$ cat src/rtl/marquee_pkg.sv
// marquee_pkg
// Shared constants for the marquee engine.
//   mode_e    : motion mode encoding as seen on the `mode` port
//   DIR_LEFT  : shift toward the MSB
//   DIR_RIGHT : shift toward the LSB
package marquee_pkg;

  typedef enum logic [1:0] {
    MODE_SHIFT  = 2'b00,
    MODE_ROTATE = 2'b01,
    MODE_BOUNCE = 2'b10,
    MODE_HOLD   = 2'b11
  } mode_e;

  localparam logic DIR_LEFT  = 1'b0;
  localparam logic DIR_RIGHT = 1'b1;

endpackage

$ cat src/rtl/marquee_shifter_step_gen.sv
// step_gen
// Step prescaler for the marquee engine. It counts board clocks while `run`
// is high and flags the cycle in which the count sits at DIV-1.
// Ports:
//   clk   in  : board clock
//   rst_n in  : asynchronous active-low reset
//   run   in  : count enable; the count holds while low
//   clr   in  : synchronous restart of the count at 0 (parallel load)
//   tick  out : high during the cycle whose rising edge is a step edge
module step_gen #(
  parameter int DIV = 50_000_000
) (
  input  logic clk,
  input  logic rst_n,
  input  logic run,
  input  logic clr,
  output logic tick
);

  localparam int CW = (DIV > 1) ? $clog2(DIV) : 1;
  localparam logic [CW-1:0] LAST = CW'(DIV - 1);

  logic [CW-1:0] cnt;

  // With DIV=1 the count stays at 0 == LAST, so every running edge is a step.
  assign tick = run && (cnt == LAST);

  always_ff @(posedge clk or negedge rst_n) begin
    if (!rst_n) begin
      cnt <= '0;
    end else if (clr) begin
      cnt <= '0;
    end else if (run) begin
      if (cnt == LAST) begin
        cnt <= '0;
      end else begin
        cnt <= cnt + 1'b1;
      end
    end
  end

endmodule

$ cat src/rtl/marquee_shifter.sv
// marquee_shifter
// WIDTH-bit marquee register with its own step prescaler, parallel load and
// four motion modes (shift, rotate, bounce, hold). Runs on the board clock.
// Configuration macro: MARQUEE_BOUNCE_EN
//   defined     : bounce mode implemented, dir_o follows the bounce direction
//   not defined : no direction register, mode 10 acts as hold, dir_o = 0
// Ports:
//   clk   in         : board clock
//   rst_n in         : asynchronous active-low reset
//   load  in         : parallel load request (beats any step on the same edge)
//   pin   in [WIDTH] : parallel load data
//   mode  in [2]     : 00 shift, 01 rotate, 10 bounce, 11 hold
//   dir   in         : 0 left (toward MSB), 1 right; initial bounce direction
//   sin   in         : serial fill bit for shift mode
//   run   in         : prescaler enable
//   q     out[WIDTH] : pattern
//   step  out        : one-cycle pulse after each step edge
//   dir_o out        : current bounce direction
module marquee_shifter
  import marquee_pkg::*;
#(
  parameter int WIDTH = 8,
  parameter int DIV   = 50_000_000
) (
  input  logic             clk,
  input  logic             rst_n,
  input  logic             load,
  input  logic [WIDTH-1:0] pin,
  input  logic [1:0]       mode,
  input  logic             dir,
  input  logic             sin,
  input  logic             run,
  output logic [WIDTH-1:0] q,
  output logic             step,
  output logic             dir_o
);

  logic             tick;
  logic [WIDTH-1:0] q_next;

  step_gen #(
    .DIV(DIV)
  ) u_step_gen (
    .clk  (clk),
    .rst_n(rst_n),
    .run  (run),
    .clr  (load),
    .tick (tick)
  );

`ifdef MARQUEE_BOUNCE_EN
  logic dir_r;
  logic dir_next;
  logic lead_bit;
  logic opp_bit;

  // End bit in the direction of travel, and the one at the far end.
  assign lead_bit = (dir_r == DIR_RIGHT) ? q[0] : q[WIDTH-1];
  assign opp_bit  = (dir_r == DIR_RIGHT) ? q[WIDTH-1] : q[0];
  assign dir_o    = dir_r;
`else
  assign dir_o = 1'b0;
`endif

  always_comb begin
    q_next = q;
`ifdef MARQUEE_BOUNCE_EN
    dir_next = dir_r;
`endif
    case (mode)
      MODE_SHIFT: begin
        if (dir == DIR_RIGHT) begin
          q_next = {sin, q[WIDTH-1:1]};
        end else begin
          q_next = {q[WIDTH-2:0], sin};
        end
      end
      MODE_ROTATE: begin
        if (dir == DIR_RIGHT) begin
          q_next = {q[0], q[WIDTH-1:1]};
        end else begin
          q_next = {q[WIDTH-2:0], q[WIDTH-1]};
        end
      end
      MODE_BOUNCE: begin
`ifdef MARQUEE_BOUNCE_EN
        // An empty pattern neither moves nor turns around. Hitting an end
        // reverses immediately and moves in the new direction on the same
        // step, unless the far end is also occupied, in which case it only
        // turns around.
        if (q != '0) begin
          if (!lead_bit) begin
            if (dir_r == DIR_RIGHT) begin
              q_next = {1'b0, q[WIDTH-1:1]};
            end else begin
              q_next = {q[WIDTH-2:0], 1'b0};
            end
          end else if (!opp_bit) begin
            dir_next = ~dir_r;
            if (dir_r == DIR_RIGHT) begin
              q_next = {q[WIDTH-2:0], 1'b0};
            end else begin
              q_next = {1'b0, q[WIDTH-1:1]};
            end
          end else begin
            dir_next = ~dir_r;
          end
        end
`else
        q_next = q;
`endif
      end
      default: begin
        q_next = q;
      end
    endcase
  end

  // A load restarts the prescaler and suppresses the step on that edge.
  always_ff @(posedge clk or negedge rst_n) begin
    if (!rst_n) begin
      q    <= '0;
      step <= 1'b0;
    end else if (load) begin
      q    <= pin;
      step <= 1'b0;
    end else if (tick) begin
      q    <= q_next;
      step <= 1'b1;
    end else begin
      step <= 1'b0;
    end
  end

`ifdef MARQUEE_BOUNCE_EN
  always_ff @(posedge clk or negedge rst_n) begin
    if (!rst_n) begin
      dir_r <= DIR_LEFT;
    end else if (load) begin
      dir_r <= dir;
    end else if (tick) begin
      dir_r <= dir_next;
    end
  end
`endif

endmodule

$ cat config.mk
export PLATFORM = sky130hd
export DESIGN_NAME = marquee_shifter
export DESIGN_NICKNAME = d
export VERILOG_FILES = /design/src/rtl/marquee_pkg.sv /design/src/rtl/marquee_shifter_step_gen.sv /design/src/rtl/marquee_shifter.sv
export SDC_FILE = /design/constraint.sdc
export NUM_CORES = 1
export LEC_CHECK = 0
export ABC_AREA = 1
export CAP_MARGIN = 20
export CORE_UTILIZATION = 50
export CTS_CLUSTER_DIAMETER = 120
export DETAILED_ROUTE_END_ITERATION = 10
export GPL_TIMING_DRIVEN = 0
export HOLD_SLACK_MARGIN = 0.03
export MAX_ROUTING_LAYER = met4
export PLACE_DENSITY = 0.83
export SLEW_MARGIN = 20
export SYNTH_ARGS = -nofsm -noshare
export SYNTH_HDL_FRONTEND = slang
export SYNTH_HIERARCHICAL = 1
export SYNTH_SLANG_ARGS = --single-unit
$ cat constraint.sdc
create_clock -name clk -period 4.5 [get_ports clk]
set_clock_uncertainty 0.2 [all_clocks]
set_input_delay 0.675 -clock clk [delete_from_list [all_inputs] [get_ports clk]]
set_output_delay 0.675 -clock clk [all_outputs]
set_load 0.05 [all_outputs]
==> flow_summary.ini <==
[cells_and_area]
stdcell_area_um2 = 2720
final_net_count = 393
diodes = 0
layout-drive-gt1-share_pct = 13.5
syn2layout_area_growth_pct = 17.5
final_core_util_pct = 61.5

[die]
initial_core_util_pct = 52.4
row_count = 24
io_pins = 26
die_w_um = 70.0
die_h_um = 70.0
die_area_um2 = 4900
core_um2 = 4410

[worst_setup_path]
crit_arrival_ps = 1540
critPathSlowestCell = clkdlybuf4s50_1
path_class = reg -> out
cp-end-kind = primary output
critPathRequiredTime_ps = 3620
critPathMaxStageDelay_ps = 820
cp_top_family = buffers and inverters
rr_startpoint = u_step_gen/cnt[1]$_DFFE_PN0P_
start_kind = register
rr_endpoint = q[3]$_DFFE_PN0P_
reg2reg_depth = 13
cp_max_fo = 4
worstPathCellList = clkdlybuf4s50_1
r2r_slack_ps = 2350
path_buf_inv = 1

[synthesis]
synth-seq-area-share_pct = 37.9
syn_nets = 361
async_reset_ff_share_pct = 100
ys_warn_count = 6
post-synth-top-area-cell = dfrtp_1
synthCells = 344
ys_ff_latch = 35
synth_area_per_cell_um2 = 6.72
synth.top_cells.by_area = dfrtp_1 38%, nand2_1 16%, nor2_1 11%
synthTopCellsByCount = 101 x nand2_1, 69 x nor2_1, 37 x inv_1
syn_area_um2 = 2310
synthFlopType = dfrtp_1
synth_cell_type_count = 29
yosysMostFrequentCell = nand2_1
synth_edf_count = 0
yosysTopAreaCellShare_pct = 37.9

[power]
total_power_uw = 715
power_leakage_nw = 1.21
p_per_area_nw_per_um2 = 263
ir_drop_v = 0.000143

[min_path]
min_delay_path_depth = 2
worstHoldEndpoint = u_step_gen/cnt[1]$_DFFE_PN0P_
min_path_type = reg -> reg
hp-start = u_step_gen/cnt[1]$_DFFE_PN0P_

[detailed_routing]
detail-route-antenna-nets = 0
via_count = 2201
wl_per_cell_um = 11.8
firstDrtPassIters = 4
drt-initial-drc-count = 185
route.detailed.drc = 0
avgViaCountPerCell = 5.13
drt_wl_total_um = 5080

[sta]
setup_viol_count_final = 0
hold_viol_final = 0
rsz0062_at_grt = no
tightest_slew_ps = 497
final_max_slew_viol_count = 0
relSlewSlack_pct = 66.7
fin_crit_sh_pct = 53.6
period_minus_slack_ps = 2410
timing.fmax_mhz = 415
setup_tns_ps = 0

[run]
max_cap_violations = 0

[global_route]
track_usage_pct = 22.5
antenna_found_initial = 0
overflow = 0
grt_pass1_vias = 1993
grt_pass1_wl_um = 8660
grt_max_degree = 32

[clocking]
cts_tree = done
h-tree-depth = 2
cts_root_buf = clkbuf_8
clock_path_buffers = 2
ctsResizeCount = 0
clk_pin_slew_ps = 80
cts_buffers = 5
clock_latency_ps = 290
postCtsSetupBuffers = 0
cts_sinks = 35

[place]
routabilityCongestion = 0.936
hpwlAfterDp_um = 3780
port_buffers = 23
place_area_um2 = 2620

[status]
status = finished clean
placed cells by master, fill, tap and decap left out, types with 3 or more instances in the layout:
master	instances
inv_1	37
nand2_2	9
nand2_1	101
o21ai_0	4
clkdlybuf4s50_1	22
nand4_1	10
nor2_1	69
clkinv_2	4
clkbuf_8	5
a21oi_1	9
xor2_1	7
nor2_2	15
nand3_1	23
buf_4	3
dfrtp_1	35
through the flow:
stage / instances / worst slack, ps / hold slack (ps)
2_1_floorplan: 344 / 2620 / 179
3_5_place_dp: 420 / 1920 / 308
6_report: 429 / 2090 / 346
3_3_place_gp: 419 / 1750 / 306
5_1_grt: 429 / 2050 / 375
4_1_cts: 429 / 2080 / 345
cell families after synthesis:
family          synth area share [%]
compound gates                  3.52
xor+xnor                        2.65
fa+ha+maj                      0.541
buf+inv                         10.4
flops                           37.9
other cells                    0.162
simple gates                    44.9
metal layers:
layer / GRT usage, % / share of wire (%)
met5: - / 0
met4: 7.11 / 1.1
met3: 4.76 / 4.9
met2: 35.4 / 47
met1: 29.0 / 47
worst max path at each step:
| stage | from | endpoint | slack (ps) | depth (start not counted) |
|---|---|---|---|---|
| 2_1_floorplan | u_step_gen/cnt[0]$_DFFE_PN0P_ | q[1]$_DFFE_PN0P_ | 2620 | 13 |
| 3_3_place_gp | rst_n | u_step_gen/cnt[22]$_DFFE_PN0P_ | 1750 | 1 |
| 3_5_place_dp | run | u_step_gen/cnt[16]$_DFFE_PN0P_ | 1920 | 7 |
| 4_1_cts | q[5]$_DFFE_PN0P_ | q[5] | 2080 | 1 |
| 5_1_grt | q[0]$_DFFE_PN0P_ | q[0] | 2050 | 1 |
| 6_report | q[1]$_DFFE_PN0P_ | q[1] | 2090 | 1 |
where the power goes:
group | leakage, nW | internal, mW | switching (mW)
logic | 0.695 | 0.0550 | 0.0886
clock network | 0.0477 | 0.106 | 0.117
registers | 0.468 | 0.331 | 0.0170
layout make-up:
type | count | area [µm²]
Multi-Input combinational cell | 259 | 1200
Tap cell | 52 | 65.1
Inverter | 42 | 166
Sequential cell | 35 | 876
Clock buffer | 5 | 68.8
Timing Repair Buffer | 25 | 255
Fill cell | 400 | 1700
Buffer | 8 | 73.8
Clock inverter | 3 | 15.0
flip-flops by register name, summed over array words and instances (netlist names):
signal	flops
q	8
u_step_gen/cnt	26
step	1
what timing repair did:
item                                    in CTS  in global routing
hold buffers                                 1                  0
endpoints found under the hold margin        4                  0
endpoints found under the setup margin       0                  0
Power figures use the tool's default switching activity.
==> RTL edit, RTL diff (same flow settings) <==
Build with the macro `MARQUEE_BOUNCE_EN` defined.
--- a/src/rtl/marquee_shifter.sv
+++ b/src/rtl/marquee_shifter.sv
@@ -16,6 +16,8 @@
 //   q     out[WIDTH] : pattern
 //   step  out        : one-cycle pulse after each step edge
 //   dir_o out        : current bounce direction
+`define MARQUEE_BOUNCE_EN
+
 module marquee_shifter
   import marquee_pkg::*;
 #(
Formal check against the unedited RTL: not equivalent (a bounded check fails within 4 cycles, from zero or initial values and one cycle with rst_n low).
==> RTL edit against the original RTL <==
Wire length rose by 25%. Sequential share of layout area fell by 3.4 points. Worst setup slack got worse by 140 ps. Synthesized area rose by 16%. Cell area rose by 15%. Sequential cell count rose by 1. Power rose by 23%. Synthesized cell count rose by 23%. Largest power group unchanged.
==> RTL edit: results (changes against the original RTL) <==
Parameter                              Value

Placement
  Placed standard-cell area ... 3032 µm² (was 2623 µm²)
  Total instance count after detailed placement ... 518 (was 420)
  Placed wire-length estimate ... 4845 µm (was 3779 µm)

Min path
  Worst hold path class ... in2async (was reg2reg)

Route
  Number of iterations in the first detailed-routing pass ... 5 (was 4)
  Via count ... 2690 (was 2201)

Synth
  Sequential fraction of the synthesis area ... 0.3372 (was 0.3788)
  Post-synth cell types ... 27 (was 29)
  Area fraction in compound gates after synthesis ... 0.04824 (was 0.03517)
  Share of the synthesized netlist area taken by xor and xnor gates ... 0.02295 (was 0.02652)
  Ranking of synthesized cells by instance count ... nand2_1, nor2_1, inv_1, dfrtp_1, nand3_1 (unchanged)
  Synthesized netlist net count ... 442 (was 361)
  Post-synthesis cell count ... 422 (was 344)

Cells and area
  Number of nets in the layout ... 475 (was 393)
  Number of non-filler instances in the completed layout ... 526 (was 429)
  Leading registers by flop count ... u_step_gen/cnt x26, q x8 (was u_step_gen/cnt x26, q x8, step x1)
  Share of post-route cells with drive strength above 1 ... 0.1075 (was 0.1353)
  # fillers ... 498 (was 400)

Clock network
  CTS buffer count ... 5 (unchanged)

Global route
  Number of global-route vias before repair ... 2543 (was 1993)
  Global-route wire length before repair ... 10760 µm (was 8659 µm)
  Total global routing track utilization ... 0.2583 (was 0.2246)
  Largest net degree at the start of global routing ... 20 (was 32)

Setup path
  Maximum single-stage delay on the critical path ... 870 ps (was 820 ps)
  End of the worst register-to-register path ... q[5] (was q[3])
  Critical R2R Launch ... u_step_gen/cnt[0] (was u_step_gen/cnt[1])

STA
  Least-Margin Pin Slew ... 498.9 ps (was 497.3 ps)

Outcome
  Run status ... finished clean (unchanged)

Pwr
  Peak ir drop on the vdd network ... 197.0 µV (was 142.9 µV)
  Reported leakage power ... 1.475 nW (was 1.211 nW)
-- RTL edit: cell types whose count changed in the layout (fill, tap and decap cells not counted), sizes merged, moves of 3 or more --
cell,before,now
ha,1,4
nand3,23,35
buf,9,6
a21oi,9,13
inv,40,56
nor2,86,77
o21ai,4,8
nand2,112,160
-- RTL edit: cell type report --
type,count,area (µm²),area share
clock inverters,2,10.01,0.003204
flip-flops and latches,36,900.9,0.2883
inverters,57,219.0,0.07008
clock buffers,6,82.58,0.02643
repair buffers,26,272.8,0.08730
plain buffers,6,45.04,0.01442
well taps,70,87.58,0.02803
multi-input cells,323,1506,0.4822
-- RTL edit: where the power goes --
group,switching [mW],leakage (nW),internal [mW]
logic,0.168,0.938,0.0932
clock network,0.112,0.0510,0.122
registers,0.0381,0.486,0.346
-- RTL edit: cell families after synthesis --
group / Yosys count
compound gates: 24
xor+xnor: 7
fa+ha+maj: 4
buf+inv: 63
flops: 36
simple gates: 288
-- RTL edit: how the worst max path moves through the flow --
stage | slack, ps | end | from
after detailed placement | 1860 | u_step_gen/cnt[16] | load
final | 1950 | q[0] | q[0]
after CTS | 1950 | q[0] | q[0]
after global routing | 1880 | q[0] | q[0]
after floorplan | 2630 | q[4] | mode[0]
after global placement | 1770 | q[7] | rst_n
-- RTL edit: per-layer routing --
metal	wire, µm	global-route usage	up-vias
met5	0	-	-
met4	69	0.1069	0
met3	382	0.03882	8
met2	3126	0.4444	85
met1	2760	0.3007	1229
li1	-	-	1368
-- RTL edit: worst reg2reg max path, stage by stage, from the launching register on --
cell,delay (ps)
dfrtp_1,400
ha_1,190
nand2_1,90
nor2_4,140
nand2_1,100
nor2_2,120
nand2_2,100
nor2_1,130
nor2_1,60
inv_1,90
nand4_2,250
nand2_1,130
nand2_1,60
-- RTL edit: through the flow --
stage | setup slack (ps) | hold slack (ps)
2_1_floorplan | 2633 | 179.4
6_report | 1950 | 127.1
5_1_grt | 1882 | 154.3
3_3_place_gp | 1772 | 304.4
3_5_place_dp | 1860 | 324.3
4_1_cts | 1953 | 134.2
